File: config.mk
export PLATFORM = sky130hd
export DESIGN_NAME = io_port_ctrl
export DESIGN_NICKNAME = d
export VERILOG_FILES = /design/src/rtl/io_port_ctrl.sv
export SDC_FILE = /design/constraint.sdc
export NUM_CORES = 1
export LEC_CHECK = 0
export CAP_MARGIN = 20
export CORE_ASPECT_RATIO = 1.4
export CORE_MARGIN = 5
export CORE_UTILIZATION = 40
export CTS_CLUSTER_SIZE = 28
export DETAILED_ROUTE_END_ITERATION = 6
export DONT_BUFFER_PORTS = 1
export PLACE_DENSITY = 0.57
export REMOVE_ABC_BUFFERS = 1
export SLEW_MARGIN = 10
export SYNTH_ARGS = -nofsm -noshare
export SYNTH_HDL_FRONTEND = slang
export SYNTH_SLANG_ARGS = --single-unit
File: constraint.sdc
create_clock -name clk -period 1.8 [get_ports clk]
set_clock_uncertainty 0.1 [all_clocks]
set_input_delay 0.54 -clock clk [delete_from_list [all_inputs] [get_ports clk]]
set_output_delay 0.54 -clock clk [all_outputs]
set_load 0.02 [all_outputs]
File: src/rtl/io_port_ctrl.sv
// Bridges an external byte device to a simple computer's INPR/OUTR registers via FGI/FGO flags.
// Input is a three-state handshake; output bytes queue in a small FIFO toward the external sink.
module io_port_ctrl #(
    parameter int unsigned OUT_DEPTH = 4
) (
    input  logic       clk,
    input  logic       rst,
    input  logic       in_valid,
    input  logic [7:0] in_data,
    output logic       in_ready,
    output logic [7:0] INPR_in,
    output logic       set_FGI,
    input  logic       FGI_out,
    input  logic [7:0] OUTR_out,
    output logic       set_FGO,
    input  logic       FGO_out,
    output logic       out_valid,
    output logic [7:0] out_data,
    input  logic       out_ready
);

    localparam int unsigned PtrW = $clog2(OUT_DEPTH);
    localparam int unsigned CntW = PtrW + 1;

    typedef logic [CntW-1:0] cnt_t;
    localparam cnt_t FullCount = cnt_t'(OUT_DEPTH);

    typedef enum logic [1:0] {InIdle, InSet, InWait} in_state_e;
    typedef enum logic {OutRearm, OutArmed} out_state_e;

    in_state_e  in_state_q;
    logic       in_ready_q;
    logic       set_fgi_q;
    logic [7:0] inpr_q;

    always_ff @(posedge clk or posedge rst) begin
        if (rst) begin
            in_state_q <= InIdle;
            in_ready_q <= 1'b1;
            set_fgi_q  <= 1'b0;
            inpr_q     <= 8'h00;
        end else begin
            case (in_state_q)
                InIdle: begin
                    if (in_valid) begin
                        in_state_q <= InSet;
                        in_ready_q <= 1'b0;
                        set_fgi_q  <= 1'b1;
                        inpr_q     <= in_data;
                    end
                end
                InSet: begin
                    in_state_q <= InWait;
                    set_fgi_q  <= 1'b0;
                end
                InWait: begin
                    // FGI cleared means the CPU has consumed INPR
                    if (!FGI_out) begin
                        in_state_q <= InIdle;
                        in_ready_q <= 1'b1;
                    end
                end
                default: begin
                    in_state_q <= InIdle;
                    in_ready_q <= 1'b1;
                    set_fgi_q  <= 1'b0;
                end
            endcase
        end
    end

    assign in_ready = in_ready_q;
    assign set_FGI  = set_fgi_q;
    assign INPR_in  = inpr_q;

    out_state_e      out_state_q;
    cnt_t            count_q;
    logic [PtrW-1:0] wr_ptr_q;
    logic [PtrW-1:0] rd_ptr_q;
    logic [7:0]      mem_q [OUT_DEPTH];
    logic            full;
    logic            push;
    logic            pop;

    assign full = (count_q == FullCount);
    // Arming only happens with room left, so a push can never land on a full FIFO
    assign push = (out_state_q == OutArmed) && !FGO_out;
    assign pop  = out_valid && out_ready;

    always_ff @(posedge clk or posedge rst) begin
        if (rst) begin
            out_state_q <= OutRearm;
            count_q     <= '0;
            wr_ptr_q    <= '0;
            rd_ptr_q    <= '0;
        end else begin
            case (out_state_q)
                OutRearm: if (!full) out_state_q <= OutArmed;
                OutArmed: if (!FGO_out) out_state_q <= OutRearm;
            endcase
            case ({push, pop})
                2'b10:   count_q <= count_q + 1'b1;
                2'b01:   count_q <= count_q - 1'b1;
                default: count_q <= count_q;
            endcase
            if (push) wr_ptr_q <= wr_ptr_q + 1'b1;
            if (pop)  rd_ptr_q <= rd_ptr_q + 1'b1;
        end
    end

    always_ff @(posedge clk) begin
        if (push) mem_q[wr_ptr_q] <= OUTR_out;
    end

    // Gated by rst so the pulse is suppressed during reset yet appears as soon as it lifts
    assign set_FGO   = !rst && (out_state_q == OutRearm) && !full;
    assign out_valid = (count_q != '0);
    assign out_data  = out_valid ? mem_q[rd_ptr_q] : 8'h00;

endmodule
==> impl_results.md, run 1 <==
* Violated checks: negative setup slack
* Final wirelength at 3549 µm
* Finish-stage setup viols at 12
* Total grt overflow at 0
* Tot Pwr at 0.004510 W
* Antenna fix cells at 0
* CTS buffer count at 5
* Max_slew headroom at 73.24%
* Pin count of the biggest net entering global routing at 21
* Worst-skew pair later-pin latency at 0.30 ns
* FP Rows at 31
* Core box area at 0.005159 mm²
* RSZ-0062 raised after global routing: true
* Final HPWL DP at 2622 µm
* Leak at 0.9859 nW
* VDD IR max at 0.9241 mV
* CP startpoint: rd_ptr_q[0]
* Commonest cells after routing, fill and taps aside: edfxtp_1 (32), dfrtp_1 (19), buf_4 (13)
* Part of the cycle the worst path needs at 120.1%
* Max FO, Critical Path at 5
* Synthesis-to-layout area growth at 20.38%
* PortBufs at 0
* Antenna violations before repair at 0
* Hold_buf cts at 0
* Number of synthesized register bits at 52
* Fin worst setup slack at -0.3617 ns
* Multi-input logic area at 641.9 µm²
* Crit path kind: flop to output pin
* Gr usage total at 11.85%
* ANT nets after route at 0
* Worst-case clock buffer depth at 2
* Worst setup SP type: flop
* Worst r2r src: count_q[1]
* DR WL/cell at 16.74 µm
* Commonest non-fill, non-tap cell in the layout: edfxtp_1
* Number of DRC violations after detailed-routing iteration 0 at 61
* Yosys Warn Count at 0
* Final Util at 49.58%
* Data arrival, critical path at 1.52 ns
* Max capacitance violation total at 0
* GP Congestion at 0.8494
* WP data required at 1.16 ns
* Min-Delay Path Class: input port to async pin
* Simple-gate portion of the synthesized area at 6.655%
* Tmin final at 2.162 ns
* Mux cell area share after synthesis at 13.66%
* CTS H-tree lvls at 2
* Final hold violation count at 0
* PD cells at 1764 mW/mm²
* Min Hold Slack at 0.04069 ns
* Setup Slack @ Placement at -0.1490 ns
* Worst Tran Pin Value at 0.4014 ns
* Vias post-DR at 1030
* CTS root buf: clkbuf_8
* Starting Density at 41.18%
* Max Slew Vio Count at 0
* Final Non-Filler Cells at 212
* Mapped cell area at 0.002125 mm²
* Horiz. Die Dim at 71.60 µm
* CTS tree: done
* Die Y at 96.23 µm
* Adder and majority gate portion of the synthesized area at 3.887%
* Outcome: finished, violations left
* Nets at 173
* Critical path endpoint category: output pin
* I/O pins at 42
* Register area at 0.001463 mm²
* Die Area at 0.006890 mm²
* Global-route wire length before repair at 5920 µm
* Post-Synth XOR/XNOR Area at 2.473%
* Drt first pass iters at 3
* Syn avg cell area at 17.41 µm²
* Achievable frequency at 462.6 MHz
* Vias/cell at 4.858
* Clk sinks at 52
* Layout cells sized above 1 at 41.10%
* Post-synthesis cell type count at 29
* Cell count after placement at 202
* Compound-gate portion of the synthesized area at 1.237%
* Post-synthesis sequential area ratio at 68.85%
* Largest family of logic cells by synthesized area: multiplexers
* Vias in the first global route at 1214
* FILL cells at 454
* Gate Count Post-Synth at 122
* Worst-path clk slew at 0.09 ns
* DRC at 0
-- cells in the mapped netlist, drive strengths merged --
cell type,count,share of area [%]
edfxtp,32,45
dfrtp,19,22
and2,13,3.8
inv,8,1.4
mux2,8,4.2
mux4,8,8.5
ha,5,2.9
buf,3,1.4
nor2,3,0.53
xnor2,3,1.2
xor2,3,1.2
clkbuf,2,0.41
mux2i,2,0.94
a21o,1,0.35
a21oi,1,0.24
a311oi,1,0.41
dfstp,1,1.2
fa,1,0.94
nand2,1,0.18
nand2b,1,0.29
nand3,1,0.24
nor2b,1,0.29
nor3b,1,0.59
nor4b,1,0.41
o21ai,1,0.24
or3,1,0.29
-- power by group --
part	total [W]	leakage (nW)	internal, W	switching, W
sequential	0.00198	0.525	0.00161	0.000363
combinational	0.00163	0.395	0.000899	0.000736
clock	0.000900	0.0654	0.000555	0.000345
total	0.00451	0.986	0.00307	0.00144
-- per-layer routing --
layer | track usage [%] | routed length, µm
met2 | 21.32 | 1896
met5 | 0 | 0
met4 | 6.740 | 91
met1 | 11.07 | 1259
met3 | 5.120 | 303
-- final timing paths --
kind	to	slack, ns	cells after the start
max in group asynchronous	in_ready	1.28	2
min reg2reg	in_state_q[0]	0.40	1
min in group clk	mem_q[0][1]	0.23	0
max reg2reg	count_q[1]	-0.10	6
min	wr_ptr_q[0]	0.04	2
max	out_data[5]	-0.36	3
-- layout make-up --
cell class,count,area share (%)
Clock buffer,6,2.838
Clock inverter,2,2.348
Inverter,8,1.272
Multi-Input combinational cell,57,25.10
Sequential cell,52,57.19
Tap cell,66,3.229
Timing Repair Buffer,21,8.023
-- repair_timing --
item	CTS	global route
resized for setup	28	5
pin swaps	9	3
buffers inserted	2	2
endpoints found under the setup margin	12	12
-- state kept, by name (all words and copies together), names as in the netlist --
signal and cells:
in_state_q 2, set_FGI 1, mem_q 32, rd_ptr_q 2, INPR_in 8, count_q 3, wr_ptr_q 2, out_state_q 1
in_ready 1
-- critical path, cell delays in order, from the launching register on --
cell and delay, ns:
dfrtp_1 0.38, buf_6 0.15, mux4_2 0.49, and2_4 0.20
-- cells by family after synthesis --
family,count (synthesis)
multiplexers,18
adder cells (fa/ha/maj),6
flip-flops,52
XOR/XNOR,6
AO/OA/AOI/OAI,4
AND/OR/NAND/NOR,23
buffers and inverters,13
-- through the flow --
stage | area (µm²) | TNS, ns
after floorplan | 2086 | -2.415
after global placement | 2336 | -0.7323
after detailed placement | 2336 | -0.8780
after CTS | 2549 | -3.346
after global routing | 2557 | -4.019
final | 2557 | -3.203
Note: power is estimated with default switching activity, not from simulation.
==> run 2: changes to the inputs <==
--- a/config.mk
+++ b/config.mk
@@ -8,11 +8,11 @@
 export CAP_MARGIN = 20
 export CORE_ASPECT_RATIO = 1.4
 export CORE_MARGIN = 5
-export CORE_UTILIZATION = 40
+export CORE_UTILIZATION = 55
 export CTS_CLUSTER_SIZE = 28
 export DETAILED_ROUTE_END_ITERATION = 6
 export DONT_BUFFER_PORTS = 1
-export PLACE_DENSITY = 0.57
+export PLACE_DENSITY = 0.74
 export REMOVE_ABC_BUFFERS = 1
 export SLEW_MARGIN = 10
 export SYNTH_ARGS = -nofsm -noshare
==> impl_results.md, run 2 (synthesis gave the netlist of run 1 again) <==
* Total grt overflow at 0 (unchanged)
* Min-Delay Path Class: input port to async pin
* CTS tree: done
* Starting Density at 57.29% (+16 points)
* Worst Tran Pin Value at 0.4448 ns (+0.04347 ns)
* Data arrival, critical path at 1.53 ns (about the same)
* End point of the critical path: out_data[1]
* Final hold violation count at 0 (unchanged)
* Final Non-Filler Cells at 186 (-12%)
* Drt first pass iters at 3 (unchanged)
* P_sw at 0.001511 W (+4.7%)
* Multi-input logic area at 641.9 µm² (unchanged)
* Tmin final at 2.167 ns (+0.005530 ns)
* CP startpoint: rd_ptr_q[0]
* Register area at 0.001463 mm² (unchanged)
* Slowest cell on crit path: mux4_2
* PortBufs at 0 (unchanged)
* Clock network fraction of design power at 16.1% (-3.9 points)
* Final HPWL DP at 2602 µm (-0.73%)
* Nets at 171 (-1.2%)
* Cells on worst reg2reg path at 8 (+2)
* Max capacitance violation total at 0 (unchanged)
* I/O pins at 42 (unchanged)
* Crit path kind: flop to output pin
* Critical path endpoint category: output pin
* Outcome: finished, violations left
* RSZ-0062 raised after global routing: true
* CP bufs+invs at 1 (unchanged)
* Hold_buf cts at 0 (unchanged)
* Achievable frequency at 461.4 MHz (-0.26%)
* Number of DRC violations after detailed-routing iteration 0 at 26 (-57%)
* ANT nets after route at 0 (unchanged)
* Gr usage total at 14.28% (+2.4 points)
* Logic gate share of total power at 37.8% (+1.6 points)
* P_int at 0.002781 W (-9.3%)
* Cell count after placement at 175 (-13%)
* Worst setup SP type: flop
* DRC at 0 (unchanged)
* Layout cells sized above 1 at 41.67% (+0.57 points)
* Setup Slack @ Placement at -0.1595 ns (-0.01048 ns)
* Reg-to-reg slack, setup at -0.11 ns (about the same)
* Max FO, Critical Path at 5 (unchanged)
* Synthesis-to-layout area growth at 15.37%
* Vias in the first global route at 1189 (-2.1%)
* Die Y at 83.54 µm (-13%)
* Worst-case clock buffer depth at 2 (unchanged)
* GP Congestion at 0.8108 (-4.5%)
* Net Sw Frac at 35.21% (+3.2 points)
* Violated checks: negative setup slack
* Fin worst setup slack at -0.3672 ns (-0.005530 ns)
* Worst-path clk slew at 0.10 ns (about the same)
* Finish-stage setup viols at 12 (unchanged)
* Die Area at 0.005223 mm² (-24%)
* VDD IR max at 1.304 mV (+41%)
* Worst-skew pair later-pin latency at 0.30 ns (about the same)
* Commonest cells after routing, fill and taps aside: edfxtp_1 (32), dfrtp_1 (19), buf_4 (14)
* Antenna violations before repair at 0 (unchanged)
* Max reg flops at 32 (unchanged)
* Antenna fix cells at 0 (unchanged)
* Post-route cell area at 0.002451 mm² (-4.2%)
* Final wirelength at 3478 µm (-2.0%)
* CTS buffer count at 5 (unchanged)
* DR WL/cell at 18.70 µm (+12%)
* Crit path cell chain: buf_6 -> mux4_2 -> and2_4
* Final Util at 66.09% (+17 points)
* CP peak stage delay at 0.50 ns (about the same)
* Leak at 0.9519 nW (-3.4%)
* Flop pwr share at 46.2% (+2.4 points)
* Commonest non-fill, non-tap cell in the layout: edfxtp_1
* WP data required at 1.16 ns (about the same)
* Core box area at 0.003709 mm² (-28%)
* Part of the cycle the worst path needs at 120.4% (+0.31 points)
* Clk sinks at 52 (unchanged)
* Reg2Reg Capture Point: count_q[2]
* PD cells at 1751 mW/mm² (-0.71%)
* Critical path's top delay family: multiplexers
* Max Slew Vio Count at 0 (unchanged)
* FP Rows at 26 (-16%)
* Pin count of the biggest net entering global routing at 21 (unchanged)
* Worst r2r src: count_q[2]
* WP depth at 3 (unchanged)
* Vias post-DR at 1044 (+1.4%)
* Max_slew headroom at 70.34% (-2.9 points)
* Global-route wire length before repair at 5816 µm (-1.8%)
* Most flop-heavy register: mem_q
* CTS H-tree lvls at 2 (unchanged)
* DP Area at 0.002258 mm² (-3.3%)
* CTS root buf: clkbuf_8
* Vias/cell at 5.613 (+16%)
* Horiz. Die Dim at 62.53 µm (-13%)
* FILL cells at 271 (-40%)
## run 2: final cells by class
class	instances	area share, %
clock buffers	5	2.808
clock inverters	3	1.174
inverters	8	1.429
multi-input cells	57	26.19
flip-flops and latches	52	59.67
well taps	42	2.144
repair buffers	19	6.585
## run 2: worst reg2reg max path, cell delays in order (launching register included)
cell,delay (ns)
dfrtp_1,0.40
or3_4,0.40
and2_4,0.16
ha_4,0.16
inv_2,0.05
fa_2,0.18
xor2_1,0.14
nor2_1,0.07
xor2_1,0.14
## run 2: stage by stage
stage               setup TNS (ns)  power [W]  hold WS [ns]
floorplan                   -2.415   0.002929        0.3682
global route                -3.911   0.004540       0.04197
finish                      -3.240   0.004292       0.03523
global placement           -0.6725   0.003286        0.3706
CTS                         -3.360   0.004309       0.03519
detailed placement         -0.9021   0.003367        0.3732
## run 2: timing repair
item,4_1_cts,5_1_grt
setup endpoints to repair,12,12
setup buffers,2,4
pin swaps,8,5
resized for setup,29,5
## run 2: power groups by stage
stage	Clock [W]	Combinational [W]	Sequential (W)
after floorplan	0	0.000950	0.00198
after global placement	0	0.00131	0.00198
after detailed placement	0	0.00137	0.00199
after CTS	0.000714	0.00161	0.00199
after global routing	0.000764	0.00174	0.00203
final	0.000690	0.00162	0.00198
## run 2: how the worst min path moves through the flow
stage	cells after the start	end	start
4_1_cts	2	rd_ptr_q[0]	rst
3_5_place_dp	2	count_q[1]	rst
2_1_floorplan	1	count_q[2]	count_q[2]
6_report	2	rd_ptr_q[0]	rst
3_3_place_gp	2	count_q[2]	rst
5_1_grt	2	INPR_in[2]	rst
## run 2: routing by layer
metal | GRT usage [%] | up-vias | share of wire, %
met3 | 6.199 | 6 | 8.5
met5 | 0 | - | 0
met1 | 14.01 | 517 | 34
met4 | 5.212 | 0 | 1.8
met2 | 25.94 | 41 | 55
li1 | - | 480 | -
